--- config.mk ---
export PLATFORM = sky130hd
export DESIGN_NAME = count_uart_reporter
export DESIGN_NICKNAME = d
export VERILOG_FILES = /design/src/rtl/count_uart_pkg.sv /design/src/rtl/uart_tx_byte.sv /design/src/rtl/count_uart_reporter.sv
export SDC_FILE = /design/constraint.sdc
export NUM_CORES = 1
export LEC_CHECK = 0
export CAP_MARGIN = 20
export CORE_MARGIN = 1
export CORE_UTILIZATION = 58
export DETAILED_ROUTE_END_ITERATION = 10
export PLACE_DENSITY = 0.76
export SETUP_SLACK_MARGIN = 0.4
export SYNTH_ARGS = -nofsm -noshare
export SYNTH_HDL_FRONTEND = slang
export SYNTH_SLANG_ARGS = --single-unit
export TNS_END_PERCENT = 10
--- constraint.sdc ---
create_clock -name clk -period 2.6 [get_ports clk]
set_input_delay 0.52 -clock clk [delete_from_list [all_inputs] [get_ports clk]]
set_output_delay 0.52 -clock clk [all_outputs]
set_load 0.1 [all_outputs]
--- src/rtl/count_uart_pkg.sv ---
// Shared types and constants for the count-to-UART reporter.
package count_uart_pkg;

  typedef enum logic [1:0] {
    S_IDLE  = 2'd0,
    S_START = 2'd1,
    S_DATA  = 2'd2,
    S_STOP  = 2'd3
  } uart_state_t;

  localparam logic [7:0] ASCII_ZERO = 8'h30;
  localparam logic [7:0] ASCII_A    = 8'h41;
  localparam logic [7:0] ASCII_LF   = 8'h0A;

  // start + 8 data + stop
  localparam int FRAME_BITS = 10;

  // Nibble to upper-case ASCII hex digit.
  function automatic logic [7:0] hex_ascii(input logic [3:0] v);
    if (v < 4'd10) return ASCII_ZERO + {4'h0, v};
    else           return ASCII_A + {4'h0, v} - 8'd10;
  endfunction

endpackage

--- src/rtl/uart_tx_byte.sv ---
// 8N1 byte transmitter with valid/ready input. Accepts a new byte in the
// last cycle of a stop bit so back-to-back bytes leave no idle gap.
//
// state   | meaning
// S_IDLE  | line high, waiting for a byte
// S_START | driving the start bit (0)
// S_DATA  | shifting out 8 data bits, LSB first
// S_STOP  | driving the stop bit (1); may accept the next byte at its end
module uart_tx_byte
  import count_uart_pkg::*;
#(
  parameter int CLKS_PER_BIT = 868
) (
  input  logic       clk,
  input  logic       resetn,
  input  logic       valid,
  input  logic [7:0] data,
  output logic       ready,
  output logic       idle,
  output logic       tx
);

  localparam int CW = (CLKS_PER_BIT > 2) ? $clog2(CLKS_PER_BIT) : 1;
  localparam logic [CW-1:0] BAUD_RELOAD = CW'(CLKS_PER_BIT - 1);
  localparam logic [2:0]    BITS_RELOAD = 3'(FRAME_BITS - 3);

  uart_state_t   state, state_nx;
  logic [CW-1:0] baud_cnt;
  logic [2:0]    bits_left;
  logic [7:0]    shreg;
  logic          tx_q;
  logic          baud_tc;
  logic          accept;

  // State register
  always_ff @(posedge clk or negedge resetn) begin
    if (!resetn) state <= S_IDLE;
    else         state <= state_nx;
  end

  // Next-state logic
  always_comb begin
    state_nx = state;
    case (state)
      S_IDLE:  if (valid)                          state_nx = S_START;
      S_START: if (baud_tc)                        state_nx = S_DATA;
      S_DATA:  if (baud_tc && bits_left == 3'd0)   state_nx = S_STOP;
      S_STOP:  if (baud_tc)                        state_nx = valid ? S_START : S_IDLE;
      default:                                     state_nx = S_IDLE;
    endcase
  end

  // Handshake outputs
  always_comb begin
    baud_tc = (baud_cnt == '0);
    idle    = (state == S_IDLE);
    ready   = idle || (state == S_STOP && baud_tc);
    accept  = valid && ready;
  end

  // Baud down-counter, shift register and registered line driver
  always_ff @(posedge clk or negedge resetn) begin
    if (!resetn) begin
      baud_cnt  <= '0;
      bits_left <= '0;
      shreg     <= '0;
      tx_q      <= 1'b1;
    end else if (accept) begin
      shreg    <= data;
      baud_cnt <= BAUD_RELOAD;
      tx_q     <= 1'b0;
    end else if (state != S_IDLE) begin
      if (baud_tc) begin
        baud_cnt <= BAUD_RELOAD;
        case (state)
          S_START: begin
            tx_q      <= shreg[0];
            bits_left <= BITS_RELOAD;
          end
          S_DATA: begin
            if (bits_left == 3'd0) begin
              tx_q <= 1'b1;
            end else begin
              shreg     <= shreg >> 1;
              tx_q      <= shreg[1];
              bits_left <= bits_left - 3'd1;
            end
          end
          default: tx_q <= 1'b1;
        endcase
      end else begin
        baud_cnt <= baud_cnt - CW'(1);
      end
    end
  end

  assign tx = tx_q;

endmodule

--- src/rtl/count_uart_reporter.sv ---
// Reports every change of the counter value as an ASCII hex digit + LF
// over UART. Changes are buffered in a small FIFO; drops set a sticky flag.
module count_uart_reporter
  import count_uart_pkg::*;
#(
  parameter int CLKS_PER_BIT = 868,
  parameter int FIFO_DEPTH   = 4,
  parameter int WIDTH        = 4
) (
  input  logic             clk,
  input  logic             resetn,
  input  logic [WIDTH-1:0] count,
  output logic             tx,
  output logic             busy,
  output logic             overflow
);

  localparam int AW = $clog2(FIFO_DEPTH);

  logic [WIDTH-1:0] count_q;
  logic [3:0]       count_nib;
  logic [3:0]       mem [FIFO_DEPTH];
  logic [AW:0]      wr_ptr, rd_ptr;
  logic             empty, full;
  logic             push_req, push, pop;
  logic             byte_sel;
  logic             tx_valid, tx_ready, tx_idle;
  logic [7:0]       tx_data;

  // Zero-extend narrow counters to a nibble
  always_comb begin
    count_nib            = '0;
    count_nib[WIDTH-1:0] = count;
  end

  // FIFO flags, digit/LF selection and push/pop decisions
  always_comb begin
    empty    = (wr_ptr == rd_ptr);
    full     = (wr_ptr[AW] != rd_ptr[AW]) && (wr_ptr[AW-1:0] == rd_ptr[AW-1:0]);
    push_req = (count != count_q);
    // Digits are only offered when the transmitter is idle; the LF is
    // offered as soon as its digit is accepted so it follows with no gap.
    tx_valid = byte_sel || (!empty && tx_idle);
    tx_data  = byte_sel ? ASCII_LF : hex_ascii(mem[rd_ptr[AW-1:0]]);
    pop      = !byte_sel && !empty && tx_idle && tx_ready;
    push     = push_req && (!full || pop);
  end

  // Change detect, FIFO pointers, sequencing flag and status flags
  always_ff @(posedge clk or negedge resetn) begin
    if (!resetn) begin
      count_q  <= '0;
      wr_ptr   <= '0;
      rd_ptr   <= '0;
      byte_sel <= 1'b0;
      busy     <= 1'b0;
      overflow <= 1'b0;
    end else begin
      count_q <= count;
      if (push) wr_ptr <= wr_ptr + 1'b1;
      if (pop)  rd_ptr <= rd_ptr + 1'b1;
      if (pop)                           byte_sel <= 1'b1;
      else if (byte_sel && tx_ready)     byte_sel <= 1'b0;
      busy <= !tx_idle || !empty;
      if (push_req && !push) overflow <= 1'b1;
    end
  end

  // FIFO storage; a write into a full FIFO reuses the slot being popped
  always_ff @(posedge clk) begin
    if (push) mem[wr_ptr[AW-1:0]] <= count_nib;
  end

  uart_tx_byte #(
    .CLKS_PER_BIT(CLKS_PER_BIT)
  ) u_tx (
    .clk    (clk),
    .resetn (resetn),
    .valid  (tx_valid),
    .data   (tx_data),
    .ready  (tx_ready),
    .idle   (tx_idle),
    .tx     (tx)
  );

endmodule

==> Word-level counts from Yosys, hierarchy flattened <==
Memories as Yosys holds them, arrays and structs flattened.
Index checks and enable logic that the tools add are counted.
{ "classes": {"muxes": 27, "reduce_logical": 33, "n_bitwise": 1, "addsub": 7, "shifts": 0, "mul": 0, "eq_ne": 13, "n_div": 0, "n_lt_le_gt_ge": 1} }
{ "ops": {"columns": ["cell", "n"], "rows": [
  ["$mux W8", 7],
  ["$mux W10", 3],
  ["$reduce_bool A2 Y1", 6],
  ["$logic_and A1 B1 Y1", 11],
  ["$logic_not A10 Y1", 1],
  ["$ne A2 B1 Y1 const B", 5],
  ["$sub A10 B1 Y10 const B", 1],
  ["$mux W1", 9],
  ["$add A7 B4 Y8 const A", 1],
  ["$mux W2", 4],
  ["$pmux W2 S4", 1],
  ["$reduce_and A4 Y1", 2],
  ["$sub A8 B4 Y8 const B", 1],
  ["$add A6 B4 Y7 const A", 1],
  ["$add A3 B1 Y3 const B", 2],
  ["$pmux W3 S2", 1],
  ["$logic_not A1 Y1", 5],
  ["$reduce_and A5 Y1", 1],
  ["$eq A2 B2 Y1 const B", 2],
  ["$logic_or A1 B1 Y1", 4],
  ["$lt A4 B4 Y1 const B", 1],
  ["$ne A4 B4 Y1", 1],
  ["$eq A3 B3 Y1", 1],
  ["$logic_not A3 Y1", 1],
  ["10 further kinds", 10]
]} }
{ "word_totals": {"register_bits": 37, "romBits": 0, "mem_bits_rw": 16, "n_memories": 1, "elab_cells": 94, "latchBits": 0} }
{ "mem_list": {"columns": ["name", "words", "width", "read_ports", "rd_ports_with_merged_regs", "write_ports", "line", "rtl"], "rows": [
  ["mem", 4, 4, 1, 0, 1, "count_uart_reporter.sv:22", "logic [3:0] mem [FIFO_DEPTH];"]
]} }

==> Longest topological paths before layout <==
Gate-level depths: netlist (run 1).
{ "logic_depth": {"word_depth": 9, "mapped_depth": 8} }

==> Cells and area by module <==
A second synthesis (run 1) with hierarchy kept.
{ "hier_totals": {"hier_cells": 249, "area_unflattened_um2": 2758.9} }
{ "modules_own_cells": {"columns": ["mod", "cells_per_inst", "area_per_inst_um2", "instances", "seq_area_each_um2"], "rows": [
  ["uart_tx_byte", 154, 1432.6, 1, 601.8],
  ["count_uart_reporter", 95, 1326.3, 1, 805.8]
]} }

==> Worst setup path after synthesis (run 1) <==
Ideal clock, no wire load.
{ "synth_path": {"kind": "flip-flop to flip-flop", "start": "reg u_tx.baud_cnt[0]", "end": "reg u_tx.shreg[4]", "slack_ps": 361, "required_ps": 2474, "arrival_time_ps": 2112, "synth_period_minus_slack_ps": 2239, "path_stages_with_launch": 8, "path_cell_list": "dfrtp_1 > inv_1 > ha_1 > or4b_1 > o41ai_4 > nor2_2 > o21a_1 > o32a_1"} }
{ "synth_via": {"elab_chain_cells": 6, "elab_cells_between_ends": 10} }
{ "synth_rtl": {"columns": ["element", "line", "rtl"], "rows": [
  ["start, declared", "uart_tx_byte.sv:28", "logic [CW-1:0] baud_cnt;"],
  ["start signal, assigned", "uart_tx_byte.sv:92", "baud_cnt <= baud_cnt - CW'(1);"],
  ["$logic_not A10 Y1 *", "uart_tx_byte.sv:55", "baud_tc = (baud_cnt == '0);"],
  ["$logic_and A1 B1 Y1", "uart_tx_byte.sv:57", "ready = idle || (state == S_STOP && baud_tc);"],
  ["$logic_or A1 B1 Y1", "uart_tx_byte.sv:57", null],
  ["$logic_and A1 B1 Y1", "uart_tx_byte.sv:58", "accept = valid && ready;"],
  ["$ne A2 B1 Y1 (no source line) / $reduce_bool A2 Y1 (equally long branches)", null, null],
  ["$reduce_and A4 Y1 (no source line)", null, null],
  ["end signal, assigned", "uart_tx_byte.sv:69", "shreg <= data;"],
  ["end signal, assigned", "uart_tx_byte.sv:84", "shreg <= shreg >> 1;"],
  ["end, declared", "uart_tx_byte.sv:30", "logic [7:0] shreg;"]
]} }
Mark *: on every way between the ends. The rest lies on a longest branch, timed or not.
A chain may end at the register's enable or synchronous reset.

==> Final worst setup path (run 1) <==
Same ends and word-level chain as after synthesis.

==> results of run 1 <==
## layout make-up
class                           instances  area, µm²  area share
Sequential cell                        52       1385      0.4552
Multi-Input combinational cell        148       1241      0.4079
Timing Repair Buffer                   25      198.9     0.06538
Clock buffer                            6      72.57     0.02385
Tap cell                               52      65.06     0.02138
Inverter                               17      63.81     0.02097
Clock inverter                          2      16.27    0.005345
## cell families (layout without fill, tap and decap cells)
group | count (synthesis) | count (layout)
DFF | 52 | 52
xor gates and xnor gates | 19 | 19
AOI/OAI and AO/OA | 43 | 43
muxes | 8 | 8
adders and majority gates | 14 | 14
buffers and inverters | 21 | 50
and+or+nand+nor | 64 | 64
## registers in the layout (all words and copies together), names as in the netlist
register and cells:
busy 1, byte_sel 1, count_q 4, mem 16, overflow 1, rd_ptr 3
u_tx.baud_cnt 10, u_tx.bits_left 3, u_tx.shreg 7, u_tx.state 2, u_tx.tx 1, wr_ptr 3
## placed cells by master (no fill, tap or decap), types with 6 or more instances in the layout
master,n
ha_1,13
edfxtp_1,16
buf_4,19
xnor2_1,9
dfrtp_1,33
a21oi_1,6
nand2_1,14
inv_1,15
xor2_1,8
nor2_1,14
o21ai_0,6
## metrics by stage
step           area (µm²)  std cells  power, mW  setup slack, ps  hold WS, ps
2_1_floorplan        2629        221      2.771            408.6        224.4
3_3_place_gp         2781        282      3.158            281.8        448.7
3_5_place_dp         2781        282      3.199            237.3        451.8
4_1_cts              2903        291      3.715            325.9        299.6
5_1_grt              3043        302      4.150            336.5        341.8
6_report             3043        302      3.859            448.6        281.3
## how the worst min path moves through the flow
stage	endpoint	slack, ps	cells past startpoint
after floorplan	busy	220	0
after global placement	overflow	450	1
after detailed placement	overflow	450	1
after CTS	u_tx.baud_cnt[5]	300	1
after global routing	u_tx.baud_cnt[2]	340	1
final	u_tx.baud_cnt[4]	280	1
## layer usage
metal  global-route usage  part of all wire
met2               0.3387              0.49
met5                    0                 0
met3              0.04942             0.024
met1               0.3063              0.47
met4              0.08844             0.020
## power breakdown
part,internal (mW),leakage (nW),switching (mW)
sequential,1.17,0.566,0.242
clock,0.192,0.0414,0.270
combinational,0.856,0.641,1.13
total,2.22,1.25,1.64
## synthesized netlist by cell type (all sizes together) (6+ instances only)
library cell   n  area (µm²)
o21ai          7       35.03
edfxtp        16       480.5
nor2          15       58.81
inv           17       63.81
xnor2         11       96.34
xor2           8       70.07
nand2         14       52.55
a21oi          7       38.79
ha            14       175.2
dfrtp         35       875.8
nor3           6       35.03
## timing repair
action | 4_1_cts | 5_1_grt
pin swaps | 1 | 7
setup buffers | 1 | 11
setup endpoints to repair | 13 | 35
resized for setup | 4 | 14
gates cloned | 0 | 0
==> metrics.md, run 1 <==
| Metric | Value |
|---|---|
| Root Driver | clkbuf_8 |
| Worst path max stage delay | 510 ps |
| Drt pass-1 iters | 6 |
| Slew @ Worst Pin | 791.2 ps |
| Min Tclk post-route | 2151 ps |
| Remaining DRCs | 0 |
| Pwr dens | 1268 nW/µm² |
| Worst setup SP type | flip-flop |
| Peak VDD IR | 0.0008674 V |
| Cell Chain, Critical Path | inv_2 -> ha_4 -> or4b_4 -> o41ai_4 -> nor2_2 -> o21a_1 -> o32a_1 |
| Synth Register Bits | 52 |
| Largest net degree at the start of global routing | 37 |
| Syn. warnings | 0 |
| Post-synth EDFFs | 16 |
| Post-detail-place hpwl | 3.354 mm |
| Seq/Total Area, Yosys | 0.5272 |
| GR Overflow Total | 0 |
| Utilization after layout | 0.6989 |
| # hold bufs at CTS | 0 |
| Final hold vios | 0 |
| Buf/Inv on CP | 1 |
| Combinational family with the most area after synthesis | simple AND/OR/NAND/NOR gates |
| PortBufs | 8 |
| Top Ports | 9 |
| Syn Area/Cell | 11.87 µm² |
| Fraction of layout cells with a size suffix above 1 | 0.2160 |
| Simple-gate share of the synthesized area | 0.1336 |
| Hold Crit Class | primary input to async pin |
| CTS buffer count | 5 |
| TritonCTS clock tree | yes |
| Synthesized cell area | 2623 µm² |
| Total GRT Usage | 0.2203 |
| Clk_lat worst skew | 310 ps |
| Routed vias/inst | 5.828 |
| Final period util | 0.8275 |
| Unrepaired setup endpoints after global routing | yes |
| Slew HR | 0.4725 |
| WP data arrival | 2350 ps |
| Gpl congestion | 0.8227 |
| WP depth | 7 |
| First-pass GRT wire length | 8.190 mm |
| Reported max-cap violation count | 0 |
| Die area | 4794 µm² |
| Synth Flop Type | dfrtp_1 |
| Worst R2R End | u_tx.shreg[4] |
| Max Fclk | 464.8 MHz |
| FF-to-FF setup slack | 450 ps |
| Synth Area in Compound Gates | 0.1274 |
| Starting Density | 0.6023 |
| Synth Area in Adders | 0.06679 |
| Post-synthesis async set-or-reset flop share | 0.6923 |
| Crit Path Class | flip-flop to flip-flop |
| Routed Antenna Nets | 0 |
| Delay-heaviest family, CP | compound AO/OA/AOI/OAI gates |
| Lkg Pwr | 1.248 nW |
| Worst R2R Start | u_tx.baud_cnt[0] |
| Final setup fails | 0 |
| Layout fillers | 320 |
| Clock sinks | 52 |
| Core Region | 4354 µm² |
| Clk slew on worst S/H paths | 100 ps |
| Status | finished, final reports clean |
| Setup Skew | 12.01 ps |
| Row cnt | 24 |
| Xor/xnor share of the synthesized area | 0.06345 |
| Drt total wl | 4.816 mm |
| Proportion of synthesized area in mux cells | 0.05057 |
| Die Height | 69.24 µm |
| Critical Path Fanout Max | 4 |
| DR iter-0 viols | 102 |
| H-tree Lvls | 2 |
| Library cells used by synthesis | 48 |
| Total vias in the final route | 1760 |
| Post-route setup TNS | 0 ps |
| Post-Syn Nets | 241 |
| Max Buffers Root-to-Sink | 2 |
| Mapped Cells | 221 |
| Crit path capture | u_tx.shreg[4] |
| Nets | 269 |
| DR WL/cell | 15.95 µm |
| R2r worst-path depth | 7 |
| Final Max Slew Viols | 0 |
| Slowest-stage cell, CP | or4b_4 |
| Area Overhead vs Synth | 16.03% |
| Vias in the first global route | 1695 |
| Initial antenna violation count | 0 |
| Die W | 69.24 µm |
| Critical Path RT | 2800 ps |
| Worst setup EP type | flip-flop |
| Diodes inserted | 0 |
| Worst setup startpoint | u_tx.baud_cnt[0] |
Note: power is estimated with default switching activity, not from simulation.
==> run 2: changes to the inputs <==
CORE_UTILIZATION = 54   (was 58)
PLACE_DENSITY = 0.74   (was 0.76)
clock period = 1.95 ns   (was 2.6 ns; I/O delays follow)
==> run 2 against run 1 <==
Net effect: the flow now finishes with violations (setup timing); final cell count grew 11%; combinational power grew 86%; hold slack lost 180 ps; flip-flop and latch count is the same; critical path depth grew 1; sequential share of layout area shrank 5.3 points; via count grew 7.0%; global-route usage grew 1.2 points; register-to-register slack lost 710 ps; critical path type unchanged; largest power group unchanged; highest routed layer unchanged.
==> metrics.md, run 2 (same netlist as run 1, synthesis figures left out) <==
| Metric | Value |
|---|---|
| Global Route met2 Usage | 0.3606 |
| Drt pass-1 iters | 4 |
| Clock sinks | 52 |
| Final hold vios | 0 |
| Worst setup EP type | flip-flop |
| Failing checks | setup timing |
| Slew HR | 0.6868 |
| DR iter-0 viols | 210 |
| Clk slew on worst S/H paths | 100 ps |
| Row cnt | 24 |
| Pwr dens | 1806 nW/µm² |
| Core Region | 4504 µm² |
| Final instance area | 3451 µm² |
| Lkg Pwr | 1.458 nW |
| Nets | 302 |
| Diodes inserted | 0 |
| Setup Skew | 9.535 ps |
| Commonest non-fill, non-tap cells in the layout | buf_4, dfrtp_1, edfxtp_1 |
| Delay-heaviest family, CP | simple AND/OR/NAND/NOR gates |
| CTS buffer count | 5 |
| WP data arrival | 2420 ps |
| M1 GR Usage | 0.3261 |
| Cell Chain, Critical Path | inv_1 -> ha_2 -> or4b_4 -> nor3_4 -> nor4b_4 -> buf_4 -> and4_1 -> nor3_1 |
| Largest net degree at the start of global routing | 37 |
| Slew @ Worst Pin | 469.8 ps |
| GRT Max-Usage Layer | met2 |
| Die Height | 71.69 µm |
| Routed vias/inst | 5.624 |
| Unrepaired setup endpoints after global routing | yes |
| Worst setup SP type | flip-flop |
| Setup ws final | -259.7 ps |
| Reported max-cap violation count | 0 |
| Final Max Slew Viols | 0 |
| Vias in the first global route | 1940 |
| Crit Path Class | flip-flop to flip-flop |
| Critical Path Fanout Max | 6 |
| Root Driver | clkbuf_8 |
| Clk_lat worst skew | 310 ps |
| Critical Path RT | 2160 ps |
| Final setup fails | 17 |
| Slowest-stage cell, CP | or4b_4 |
| Placement Setup Slack | -158.5 ps |
| Worst path max stage delay | 500 ps |
| GR Overflow Total | 0 |
| Area Overhead vs Synth | 31.58% |
| Total GRT Usage | 0.2323 |
| Remaining DRCs | 0 |
| GRT met3 Usage | 0.04782 |
| Fraction of layout cells with a size suffix above 1 | 0.3958 |
| Total vias in the final route | 1884 |
| Starting Density | 0.5822 |
| Die W | 71.69 µm |
| Top Ports | 9 |
| TritonCTS clock tree | yes |
| Min Tclk post-route | 2210 ps |
| Routed Antenna Nets | 0 |
| Max Buffers Root-to-Sink | 2 |
| Placed inst area | 3100 µm² |
| PortBufs | 8 |
| Hold Crit Class | primary input to async pin |
| Layout fillers | 273 |
| Die area | 5139 µm² |
| Max Fclk | 452.5 MHz |
| Drt total wl | 5.545 mm |
| Gpl congestion | 0.8300 |
| First-pass GRT wire length | 9.073 mm |
| Post-detail-place hpwl | 3.739 mm |
| H-tree Lvls | 2 |
| Status | finished, violations left |
| Largest register FFs | 16 |
| Initial antenna violation count | 0 |
| Final period util | 1.133 |
| Buf/Inv on CP | 2 |
| Post-route setup TNS | -2510 ps |
| Peak VDD IR | 0.001228 V |
| Commonest non-fill, non-tap cell in the layout | buf_4 |
| DR WL/cell | 16.55 µm |
[run 2: cell type report]
class	count	area, µm²	area share
Inverter	17	63.81	0.01849
Tap cell	52	65.06	0.01885
Multi-Input combinational cell	148	1356	0.3930
Clock inverter	3	28.78	0.008339
Clock buffer	5	68.82	0.01994
Sequential cell	52	1386	0.4017
Timing Repair Buffer	58	481.7	0.1396
[run 2: per-stage QoR]
step	hold slack (ps)	power [mW]	util	instances
6_report	101.5	6.231	0.7661	335
5_1_grt	154.2	6.601	0.7661	335
4_1_cts	119.4	5.915	0.7394	331
3_5_place_dp	456.9	4.862	0.6883	322
3_3_place_gp	449.6	4.768	0.6883	322
2_1_floorplan	94.41	3.705	-	221
[run 2: routing by layer]
| metal | vias up | wire length [µm] |
|---|---|---|
| met3 | 4 | 131 |
| li1 | 925 | - |
| met4 | 0 | 54 |
| met1 | 931 | 2710 |
| met5 | - | 0 |
| met2 | 24 | 2649 |
[run 2: worst paths after layout]
check,startpoint,end,slack [ps],cells past startpoint
setup / recovery,u_tx.baud_cnt[1],u_tx.bits_left[2],-260,8
hold / removal,resetn,u_tx.shreg[6],100,2
setup reg to reg,u_tx.baud_cnt[1],u_tx.bits_left[2],-260,8
hold reg to reg,overflow,overflow,470,1
max in group asynchronous,resetn,rd_ptr[0],1490,2
min in group clk,overflow,overflow,470,1
[run 2: power by group]
part           switching [mW]  leakage, nW  total (mW)  internal, mW
Sequential              0.317        0.565        1.88          1.56
Combinational            1.86        0.842        3.69          1.83
Clock                   0.392       0.0511       0.664         0.271
Total                    2.57         1.46        6.23          3.66
[run 2: repair_timing]
item                       in CTS  in global routing
hold buffers                    0                  0
buffers inserted                1                  4
setup endpoints to repair      46                 46
resized for setup              38                 16
pin swaps                      23                 13
==> run 3: changes to the inputs <==
CORE_UTILIZATION = 30   (was 54)
PLACE_DENSITY = not set   (was 0.74)
==> run 3 against run 2 <==
Net effect: the run still ends with setup timing left; final cell count increased by 16%; non-clock buffer count stayed put; hold slack gained 2.8 ps; die area up 77%; register-to-register slack better by 70 ps; power is 5.9% lower; via count is 3.7% lower; count of clock-buffer cells in the layout did not move; critical path depth is 1 higher; combinational power shrank 8.1%; largest cell class unchanged; largest power group unchanged.
==> metrics.md, run 3 (same netlist as run 1, synthesis figures left out) <==
| Metric | Value |
|---|---|
| Lkg Pwr | 1.449 nW |
| Diodes inserted | 0 |
| Buf/Inv on CP | 3 |
| Routed Antenna Nets | 0 |
| Peak VDD IR | 0.0007813 V |
| GR Overflow Total | 0 |
| Most used cell, CP | buf_4 |
| Worst setup SP type | flip-flop |
| Met3 WL | 97 µm |
| Sw power | 2.334 mW |
| Initial antenna violation count | 0 |
| First-pass GRT wire length | 8.411 mm |
| WL met2 | 2.378 mm |
| Internal power | 3.528 mW |
| Unrepaired setup endpoints after global routing | yes |
| Total GRT Usage | 0.1202 |
| Critical Path Fanout Max | 6 |
| Status | finished, violations left |
| Core Region | 8341 µm² |
| Slew HR | 0.6725 |
| WP data arrival | 2330 ps |
| Die W | 95.50 µm |
| Delay-heaviest family, CP | simple AND/OR/NAND/NOR gates |
| Metal-1 WL | 2.379 mm |
| Clk_lat worst skew | 310 ps |
| Reported max-cap violation count | 0 |
| DR iter-0 viols | 86 |
| Die area | 9119 µm² |
| Final hold vios | 0 |
| Clock sinks | 52 |
| Routed vias/inst | 4.675 |
| Final period util | 1.096 |
| Max Buffers Root-to-Sink | 2 |
| Hold Crit Class | primary input to async pin |
| Total power | 5.862 mW |
| CTS buffer count | 5 |
| Worst setup EP type | flip-flop |
| Final cell count without fillers | 388 |
| Failing checks | setup timing |
| Largest net degree at the start of global routing | 37 |
| WP depth | 9 |
| Setup ws final | -187.7 ps |
| H-tree Lvls | 2 |
| Switching part of the total | 0.3982 |
| Row cnt | 33 |
| Top layer in use | met4 |
| Cell Chain, Critical Path | inv_1 -> ha_2 -> or4b_4 -> nor3_4 -> buf_4 -> nor4b_4 -> buf_4 -> and4_1 -> nor3_2 |
| Pwr dens | 1702 nW/µm² |
| Sequential Power Share | 0.314 |
| Final setup fails | 12 |
| Area Overhead vs Synth | 31.35% |
| Slew @ Worst Pin | 491.3 ps |
| Gpl congestion | 0.7366 |
| Die Height | 95.50 µm |
| Largest register FFs | 16 |
| Slowest-stage cell, CP | or4b_4 |
| Post-detail-place hpwl | 3.592 mm |
| Remaining DRCs | 0 |
| TritonCTS clock tree | yes |
| Commonest non-fill, non-tap cell in the layout | buf_4 |
| Worst hold slack | 104.3 ps |
| Top Ports | 9 |
| Crit Path Class | flip-flop to flip-flop |
| Total vias in the final route | 1814 |
| Drt total wl | 4.894 mm |
| PortBufs | 8 |
| Worst path max stage delay | 500 ps |
| Clock power frac | 0.109 |
| Nets | 302 |
| Min Tclk post-route | 2138 ps |
| Root Driver | clkbuf_8 |
| Clk slew on worst S/H paths | 100 ps |
| Vias in the first global route | 1835 |
| Setup Skew | 5.871 ps |
| Max Fclk | 467.8 MHz |
| DP Cell Count | 376 |
| # hold bufs at CTS | 0 |
| Fraction of layout cells with a size suffix above 1 | 0.3392 |
| DR WL/cell | 12.61 µm |
| Logic pwr share | 0.577 |
| Critical Path RT | 2150 ps |
| Commonest non-fill, non-tap cells in the layout | buf_4, dfrtp_1, edfxtp_1 |
| R2r worst-path depth | 9 |
| Drt pass-1 iters | 4 |
| Final Max Slew Viols | 0 |
| Starting Density | 0.3144 |
[run 3: path summary, 6_finish.rpt]
check	endpoint	slack, ps	start
hold / removal	count_q[1]	100	resetn
max in group asynchronous	u_tx.tx	1470	resetn
setup / recovery	u_tx.bits_left[2]	-190	u_tx.baud_cnt[1]
setup reg to reg	u_tx.bits_left[2]	-190	u_tx.baud_cnt[1]
min in group clk	overflow	470	overflow
hold reg to reg	overflow	470	overflow
[run 3: what timing repair did]
action                                  4_1_cts  5_1_grt
gates resized for setup                      18       18
endpoints found under the setup margin       46       46
pin swaps                                     8       15
setup buffers                                 4        0
[run 3: metal layers]
metal	vias up	global-route usage
li1	927	-
met1	870	0.1566
met2	12	0.2024
met3	5	0.02632
met4	0	0.02985
met5	-	0
[run 3: layout make-up]
cell class	count	area, µm²
repair buffers	58	478.0
fillers	801	4896
well taps	105	131.4
clock inverters	3	26.28
inverters	17	63.81
flip-flops and latches	52	1384
multi-input cells	148	1292
clock buffers	5	68.82
[run 3: metrics by stage]
stage | setup TNS [ps] | setup WS [ps] | util | cell area, µm²
after CTS | -1281 | -156.2 | 0.4017 | 3351
final | -1469 | -187.7 | 0.4130 | 3445
after global routing | -2881 | -268.4 | 0.4130 | 3445
after detailed placement | -2657 | -200.8 | 0.3806 | 3174
after floorplan | -1964 | -161.0 | - | 2639
after global placement | -1860 | -155.6 | 0.3806 | 3174
[run 3: power groups by stage]
stage	registers [mW]	logic, mW	clock network, mW
6_report	1.84	3.39	0.637
5_1_grt	1.90	3.74	0.709
4_1_cts	1.83	3.17	0.670
3_5_place_dp	1.85	2.94	0
3_3_place_gp	1.83	2.89	0
2_1_floorplan	1.95	1.75	0
